[config.mk]
export PLATFORM = sky130hd
export DESIGN_NAME = brick_field_engine
export DESIGN_NICKNAME = d
export VERILOG_FILES = /design/src/rtl/brick_field_engine.sv
export SDC_FILE = /design/constraint.sdc
export NUM_CORES = 1
export LEC_CHECK = 0
export ABC_AREA = 1
export BUFFER_PORTS_ARGS = -buffer_cell sky130_fd_sc_hd__buf_2
export CAP_MARGIN = 10
export CORE_UTILIZATION = 41
export DETAILED_ROUTE_END_ITERATION = 8
export HOLD_SLACK_MARGIN = 0.02
export SYNTH_ARGS = -nofsm -noshare
export SYNTH_HDL_FRONTEND = slang
export SYNTH_SLANG_ARGS = --single-unit
[constraint.sdc]
create_clock -name clk_i -period 13.1 [get_ports clk_i]
set_input_delay 2.62 -clock clk_i [delete_from_list [all_inputs] [get_ports clk_i]]
set_output_delay 2.62 -clock clk_i [all_outputs]
set_load 0.03 [all_outputs]
[src/rtl/brick_field_engine.sv]
// Brick field for the breakout graphics path.
// Holds the alive mask and renders live bricks from the pixel scan position.
// Once per frame it walks the field one brick per cycle looking for a ball
// collision, and destroys at most one brick per frame.
//
// state | meaning
// IDLE  | waiting for a frame tick
// SCAN  | testing brick idx against the latched ball box
// DONE  | one-cycle tail after a hit, then back to IDLE
module brick_field_engine #(
  parameter int NUM_COLS   = 8,
  parameter int NUM_ROWS   = 6,
  parameter int BRICK_W    = 35,
  parameter int BRICK_H    = 20,
  parameter int REGION_X_L = 40,
  parameter int REGION_Y_T = 30,
  parameter int BALL_SIZE  = 8
) (
  input  logic                                      clk_i,
  input  logic                                      reset_i,
  input  logic [9:0]                                pix_x_i,
  input  logic [9:0]                                pix_y_i,
  input  logic [9:0]                                ball_x_l_i,
  input  logic [9:0]                                ball_y_t_i,
  input  logic                                      refr_tick_i,
  input  logic                                      clear_i,
  output logic                                      brick_on_o,
  output logic                                      busy_o,
  output logic                                      hit_o,
  output logic [1:0]                                hit_side_o,
  output logic [$clog2(NUM_COLS*NUM_ROWS)-1:0]      hit_index_o,
  output logic [$clog2(NUM_COLS*NUM_ROWS+1)-1:0]    bricks_left_o,
  output logic                                      all_cleared_o
);

  localparam int N   = NUM_COLS * NUM_ROWS;
  localparam int IW  = $clog2(N);
  localparam int CW  = $clog2(N + 1);
  localparam int CLW = (NUM_COLS > 1) ? $clog2(NUM_COLS) : 1;

  localparam logic [10:0] FIELD_X  = 11'(REGION_X_L);
  localparam logic [10:0] FIELD_Y  = 11'(REGION_Y_T);
  localparam logic [10:0] STEP_X   = 11'(BRICK_W);
  localparam logic [10:0] STEP_Y   = 11'(BRICK_H);
  localparam logic [10:0] BRK_W_M1 = 11'(BRICK_W - 1);
  localparam logic [10:0] BRK_H_M1 = 11'(BRICK_H - 1);
  localparam logic [10:0] BRK_W_H  = 11'(BRICK_W / 2);
  localparam logic [10:0] BRK_H_H  = 11'(BRICK_H / 2);
  localparam logic [10:0] BALL_M1  = 11'(BALL_SIZE - 1);
  localparam logic [10:0] BALL_H   = 11'(BALL_SIZE / 2);

  typedef enum logic [1:0] {IDLE, SCAN, DONE} state_t;

  state_t           state_q, state_d;
  logic [N-1:0]     alive_q, alive_d;
  logic [CW-1:0]    left_q, left_d;
  logic [IW-1:0]    idx_q, idx_d;
  logic [CLW-1:0]   col_q, col_d;
  logic [10:0]      brk_l_q, brk_l_d;
  logic [10:0]      brk_t_q, brk_t_d;
  logic [10:0]      ball_x_q, ball_x_d;
  logic [10:0]      ball_y_q, ball_y_d;
  logic             hit_q, hit_d;
  logic [1:0]       side_q, side_d;
  logic [IW-1:0]    hidx_q, hidx_d;

  logic [10:0]      ball_r, ball_b, brk_r, brk_b;
  logic [10:0]      dx_a, dx_b, dy_a, dy_b, dx, dy;
  logic             overlap;
  logic [1:0]       side_c;

  logic [10:0]      pix_x_w, pix_y_w;

  assign pix_x_w = {1'b0, pix_x_i};
  assign pix_y_w = {1'b0, pix_y_i};

  // Render: a pixel is lit when it falls inside any live brick.
  always_comb begin
    brick_on_o = 1'b0;
    for (int j = 0; j < N; j++) begin
      if (alive_q[j] &&
          (pix_x_w >= 11'(REGION_X_L + (j % NUM_COLS) * BRICK_W)) &&
          (pix_x_w <= 11'(REGION_X_L + (j % NUM_COLS) * BRICK_W + BRICK_W - 1)) &&
          (pix_y_w >= 11'(REGION_Y_T + (j / NUM_COLS) * BRICK_H)) &&
          (pix_y_w <= 11'(REGION_Y_T + (j / NUM_COLS) * BRICK_H + BRICK_H - 1))) begin
        brick_on_o = 1'b1;
      end
    end
  end

  // Collision test of the current brick and classification of the struck face.
  // Penetration depth is only meaningful under overlap, where every difference
  // below is non-negative.
  always_comb begin
    ball_r  = ball_x_q + BALL_M1;
    ball_b  = ball_y_q + BALL_M1;
    brk_r   = brk_l_q + BRK_W_M1;
    brk_b   = brk_t_q + BRK_H_M1;
    overlap = alive_q[idx_q] && (ball_r >= brk_l_q) && (ball_x_q <= brk_r) &&
              (ball_b >= brk_t_q) && (ball_y_q <= brk_b);
    dx_a    = ball_r - brk_l_q;
    dx_b    = brk_r - ball_x_q;
    dy_a    = ball_b - brk_t_q;
    dy_b    = brk_b - ball_y_q;
    dx      = ((dx_a < dx_b) ? dx_a : dx_b) + 11'd1;
    dy      = ((dy_a < dy_b) ? dy_a : dy_b) + 11'd1;
    side_c  = 2'd0;
    if (dx < dy) begin
      side_c = ((ball_x_q + BALL_H) < (brk_l_q + BRK_W_H)) ? 2'd2 : 2'd3;
    end else begin
      side_c = ((ball_y_q + BALL_H) < (brk_t_q + BRK_H_H)) ? 2'd0 : 2'd1;
    end
  end

  // Next-state and datapath updates; clear overrides everything at the end.
  always_comb begin
    state_d  = state_q;
    alive_d  = alive_q;
    left_d   = left_q;
    idx_d    = idx_q;
    col_d    = col_q;
    brk_l_d  = brk_l_q;
    brk_t_d  = brk_t_q;
    ball_x_d = ball_x_q;
    ball_y_d = ball_y_q;
    hit_d    = 1'b0;
    side_d   = side_q;
    hidx_d   = hidx_q;
    case (state_q)
      IDLE: begin
        if (refr_tick_i) begin
          ball_x_d = {1'b0, ball_x_l_i};
          ball_y_d = {1'b0, ball_y_t_i};
          idx_d    = '0;
          col_d    = '0;
          brk_l_d  = FIELD_X;
          brk_t_d  = FIELD_Y;
          state_d  = SCAN;
        end
      end
      SCAN: begin
        if (overlap) begin
          alive_d[idx_q] = 1'b0;
          left_d         = left_q - CW'(1);
          hidx_d         = idx_q;
          side_d         = side_c;
          hit_d          = 1'b1;
          state_d        = DONE;
        end else if (idx_q == IW'(N - 1)) begin
          state_d = IDLE;
        end else begin
          idx_d = idx_q + IW'(1);
          if (col_q == CLW'(NUM_COLS - 1)) begin
            col_d   = '0;
            brk_l_d = FIELD_X;
            brk_t_d = brk_t_q + STEP_Y;
          end else begin
            col_d   = col_q + CLW'(1);
            brk_l_d = brk_l_q + STEP_X;
          end
        end
      end
      DONE: begin
        state_d = IDLE;
      end
      default: begin
        state_d = IDLE;
      end
    endcase
    if (clear_i) begin
      alive_d = '1;
      left_d  = CW'(N);
      state_d = IDLE;
      hit_d   = 1'b0;
    end
  end

  // State and datapath registers.
  always_ff @(posedge clk_i or posedge reset_i) begin
    if (reset_i) begin
      state_q  <= IDLE;
      alive_q  <= '1;
      left_q   <= CW'(N);
      idx_q    <= '0;
      col_q    <= '0;
      brk_l_q  <= FIELD_X;
      brk_t_q  <= FIELD_Y;
      ball_x_q <= '0;
      ball_y_q <= '0;
      hit_q    <= 1'b0;
      side_q   <= 2'd0;
      hidx_q   <= '0;
    end else begin
      state_q  <= state_d;
      alive_q  <= alive_d;
      left_q   <= left_d;
      idx_q    <= idx_d;
      col_q    <= col_d;
      brk_l_q  <= brk_l_d;
      brk_t_q  <= brk_t_d;
      ball_x_q <= ball_x_d;
      ball_y_q <= ball_y_d;
      hit_q    <= hit_d;
      side_q   <= side_d;
      hidx_q   <= hidx_d;
    end
  end

  assign busy_o        = (state_q != IDLE);
  assign hit_o         = hit_q;
  assign hit_side_o    = side_q;
  assign hit_index_o   = hidx_q;
  assign bricks_left_o = left_q;
  assign all_cleared_o = (left_q == '0);

endmodule

==> key figures <==
Yosys
  • Cells after synthesis: approximately 1,800
  • Mux cell area share after synthesis: 0
  • Seq/Total Area, Yosys: 0.252
  • Post-Syn Nets: a little under 2,000
  • Syn_area_per_cell: ~6.5 um2
  • Synth Area in XOR/XNOR: 0.0837
  • Largest family of logic cells by synthesized area: simple AND/OR/NAND/NOR gates
  • Ranking of synthesized cells by area: nand2_1 (18%), dfrtp_1 (13%), dfstp_2 (13%)
  • Ys Warns: 0
  • Compound-Gate Fraction of Synth Area: 0.112
  • Adder-Cell Fraction of Synth Area: 0.126
  • Area share of the largest cell type after synthesis: 0.179
  • Synth Register Bits: approximately 120
  • Cell Area, Synth: between 10,000 and 15,000 um2
  • Largest area contributor in the netlist: nand2_1
  • Post-synthesis simple-gate area fraction: 0.333
  • Post-synth EDFFs: 0
  • Yosys cell types: 48
  • Ys flop type: dfrtp_1
  • FFs w/ async S/R, synth: 1.00

Worst setup path
  • Crit path from: pix_x_i[9]
  • WP data arrival: slightly below 5000 ps
  • Reg2Reg Depth: 41
  • Reg-to-Reg End: hit_side_o[0]$_DFFE_PP0P_
  • Crit end category: output port
  • Worst r2r src: ball_y_q[0]$_DFFE_PP0P_
  • Setup CP Type: in -> out
  • Max FO, Critical Path: 9
  • CP required: approximately 10,000 ps
  • CP startpoint kind: input port
  • Worst reg-to-reg setup slack: roughly 6700 ps

Global route
  • First-pass GRT wire length: ~55 mm
  • Remaining global-route overflow: 0
  • GRT Overall Usage: 0.236
  • Vias in the first global route: around 11,000
  • Largest net degree at the start of global routing: approximately 100
  • Antenna violations before repair: 0

Clock tree
  • CTS clock-pin slew for the worst setup and hold paths: 50 ps
  • Clk root buf: clkbuf_16
  • Latest clock arrival within the worst-skew pair: between 400 and 500 ps
  • CTS tree: built
  • # H-tree levels: 4
  • Setup bufs post-CTS: 0
  • Total clock sinks: 115
  • Post-CTS Resized: 0
  • Hold Buf Count CTS: 0
  • Clk buf depth: 2
  • Num CTS Buffers: 17

Place
  • PortBufs: 60
  • Place WS: around 5700 ps
  • Final GP Congestion: between 0.9 and 1
  • Post-DP HPWL: around 25 mm

Worst hold path
  • HP Start: alive_q[2]$_DFFE_PP1P_
  • Hold depth: 2
  • Hold worst-path end: alive_q[2]$_DFFE_PP1P_
  • Hold Crit Class: reg -> reg

Layout
  • Net count, final: approximately 2,000
  • Share of cells above drive strength 1: 0.0942
  • Diodes inserted: 0
  • Finished Core Util: 0.461
  • Synthesis-to-layout area growth: 9.92%

STA
  • Hold Violations, Final: 0
  • Final Max Slew Viols: 0
  • Setup Skew: 15.8 ps
  • Slew HR: 0.216
  • WHS: between 400 and 500 ps
  • Final setup fails: 0
  • Sum Neg Setup Slack: 0 ps
  • Min Tclk post-route: around 7500 ps
  • Final period util: 0.572
  • Setup slack after layout: between 5000 and 6000 ps
  • RSZ-0062 raised after global routing: no
  • Achievable frequency: between 100 and 150 MHz
  • Slew @ Worst Pin: roughly 1200 ps

Routing
  • DRC viols: 0
  • Via Count: 11,600
  • Antenna-violating nets left: 0
  • Detailed Route WL: approximately 33 mm
  • DR pass1 iterations: 5
  • Wire per inst: about 15 um
  • Avg Vias per Cell: around 5.2
  • DR iter-0 viols: between 700 and 800

Power and ir drop
  • PwrDens: about 180 nW/um2
  • Leak: 6.72 nW
  • VDD IR max: 0.0924 mV

Floorplanning
  • Die footprint: roughly 29,000 um2
  • Die H: around 170 um
  • Row count: between 60 and 70
  • Placeable Area: about 28,000 um2
  • Starting Density: 0.419
  • Top-Level Pins: 62
  • Die W: 171 um

Status
  • Status: finished clean

Flow run
  • Max Cap Viol: 0
metrics by stage:
stage	cell area, um2	cells	total power [mW]
3_3_place_gp	12300	2183	1.84
5_1_grt	12900	2215	2.61
4_1_cts	12900	2215	2.36
2_1_floorplan	11700	1791	1.54
3_5_place_dp	12300	2183	1.88
6_report	12900	2215	2.35
metal layers:
metal / wire length, um / share of wire / vias to the layer above / track usage
li1: - / - / 5870 / -
met5: 0 / 0 / - / 0
met1: 15800 / 0.48 / 5376 / 0.325
met3: 1680 / 0.051 / 49 / 0.0377
met4: 705 / 0.021 / 0 / 0.0707
met2: 15000 / 0.45 / 284 / 0.378
area by class of cell:
cell class	instances	area [um2]
tap	378	473
fill	2988	15100
sequential	115	2950
clock inverter	14	151
timing repair buffer	66	345
inverter	226	851
multi-input combinational	1398	7670
clock buffer	18	439
kinds of logic (layout without fill, tap and decap cells):
| family | count (synthesis) | in the layout |
|---|---|---|
| simple gates | 927 | 927 |
| flops | 115 | 115 |
| fa+ha+maj | 117 | 117 |
| xor+xnor | 112 | 112 |
| buf+inv | 278 | 324 |
| compound gates | 242 | 242 |
cells in the mapped netlist, drive strengths merged (6+ instances only):
cell    number
nand2      561
inv        221
nor2       140
ha         115
o21ai      111
nand3      105
a21oi       90
xor2        90
dfrtp       59
nor3        58
dfstp       56
nand4       49
clkbuf      27
buf         25
xnor2       22
a31oi        8
o21bai       6
worst max-delay path, stage by stage:
cell and delay [ps]:
buf_2 100, nor2_1 280, inv_1 170, nor3_1 170, nand3_1 90, nand2_1 300
inv_1 170, nand3_1 100, nand3_1 80, nor3_1 320, o21ai_1 120, nor2_1 90
nand2_1 70, buf_2 170
worst max path at each step:
stage,cells past startpoint,end
after floorplan,11,brick_on_o
final,14,brick_on_o
after CTS,14,brick_on_o
after global routing,14,brick_on_o
after detailed placement,14,brick_on_o
after global placement,14,brick_on_o
sequential cells by signal (all words and copies together), names as in the netlist:
signal         flops
state_q            2
hit_index_o        6
hit_side_o         2
col_q              3
brk_l_q           11
bricks_left_o      6
ball_y_q          10
brk_t_q           10
hit_o              1
ball_x_q          10
idx_q              6
alive_q           48
layout by cell type, fill, tap and decap left out, drive strengths merged:
master,instances
a211oi,3
a21boi,1
a21o,4
a21oi,90
a31oi,8
a41oi,1
and2,1
buf,66
bufinv,2
clkbuf,18
clkinv,11
clkinvlp,2
dfrtp,59
dfstp,56
fa,2
ha,115
inv,225
nand2,561
nand3,105
nand3b,4
nand4,49
nor2,140
nor3,58
nor4,4
o2111ai,2
o211ai,5
o21a,4
o21ai,111
o21bai,6
o221ai,1
o22ai,1
o311ai,2
o31a,1
o31ai,1
o41ai,1
or2,5
xnor2,22
xor2,90
power breakdown:
| group | internal [mW] | total, mW | switching [mW] |
|---|---|---|---|
| Clock | 0.287 | 0.474 | 0.188 |
| Combinational | 0.531 | 1.45 | 0.921 |
| Sequential | 0.386 | 0.424 | 0.0389 |
Note: power is estimated with default switching activity, not from simulation.
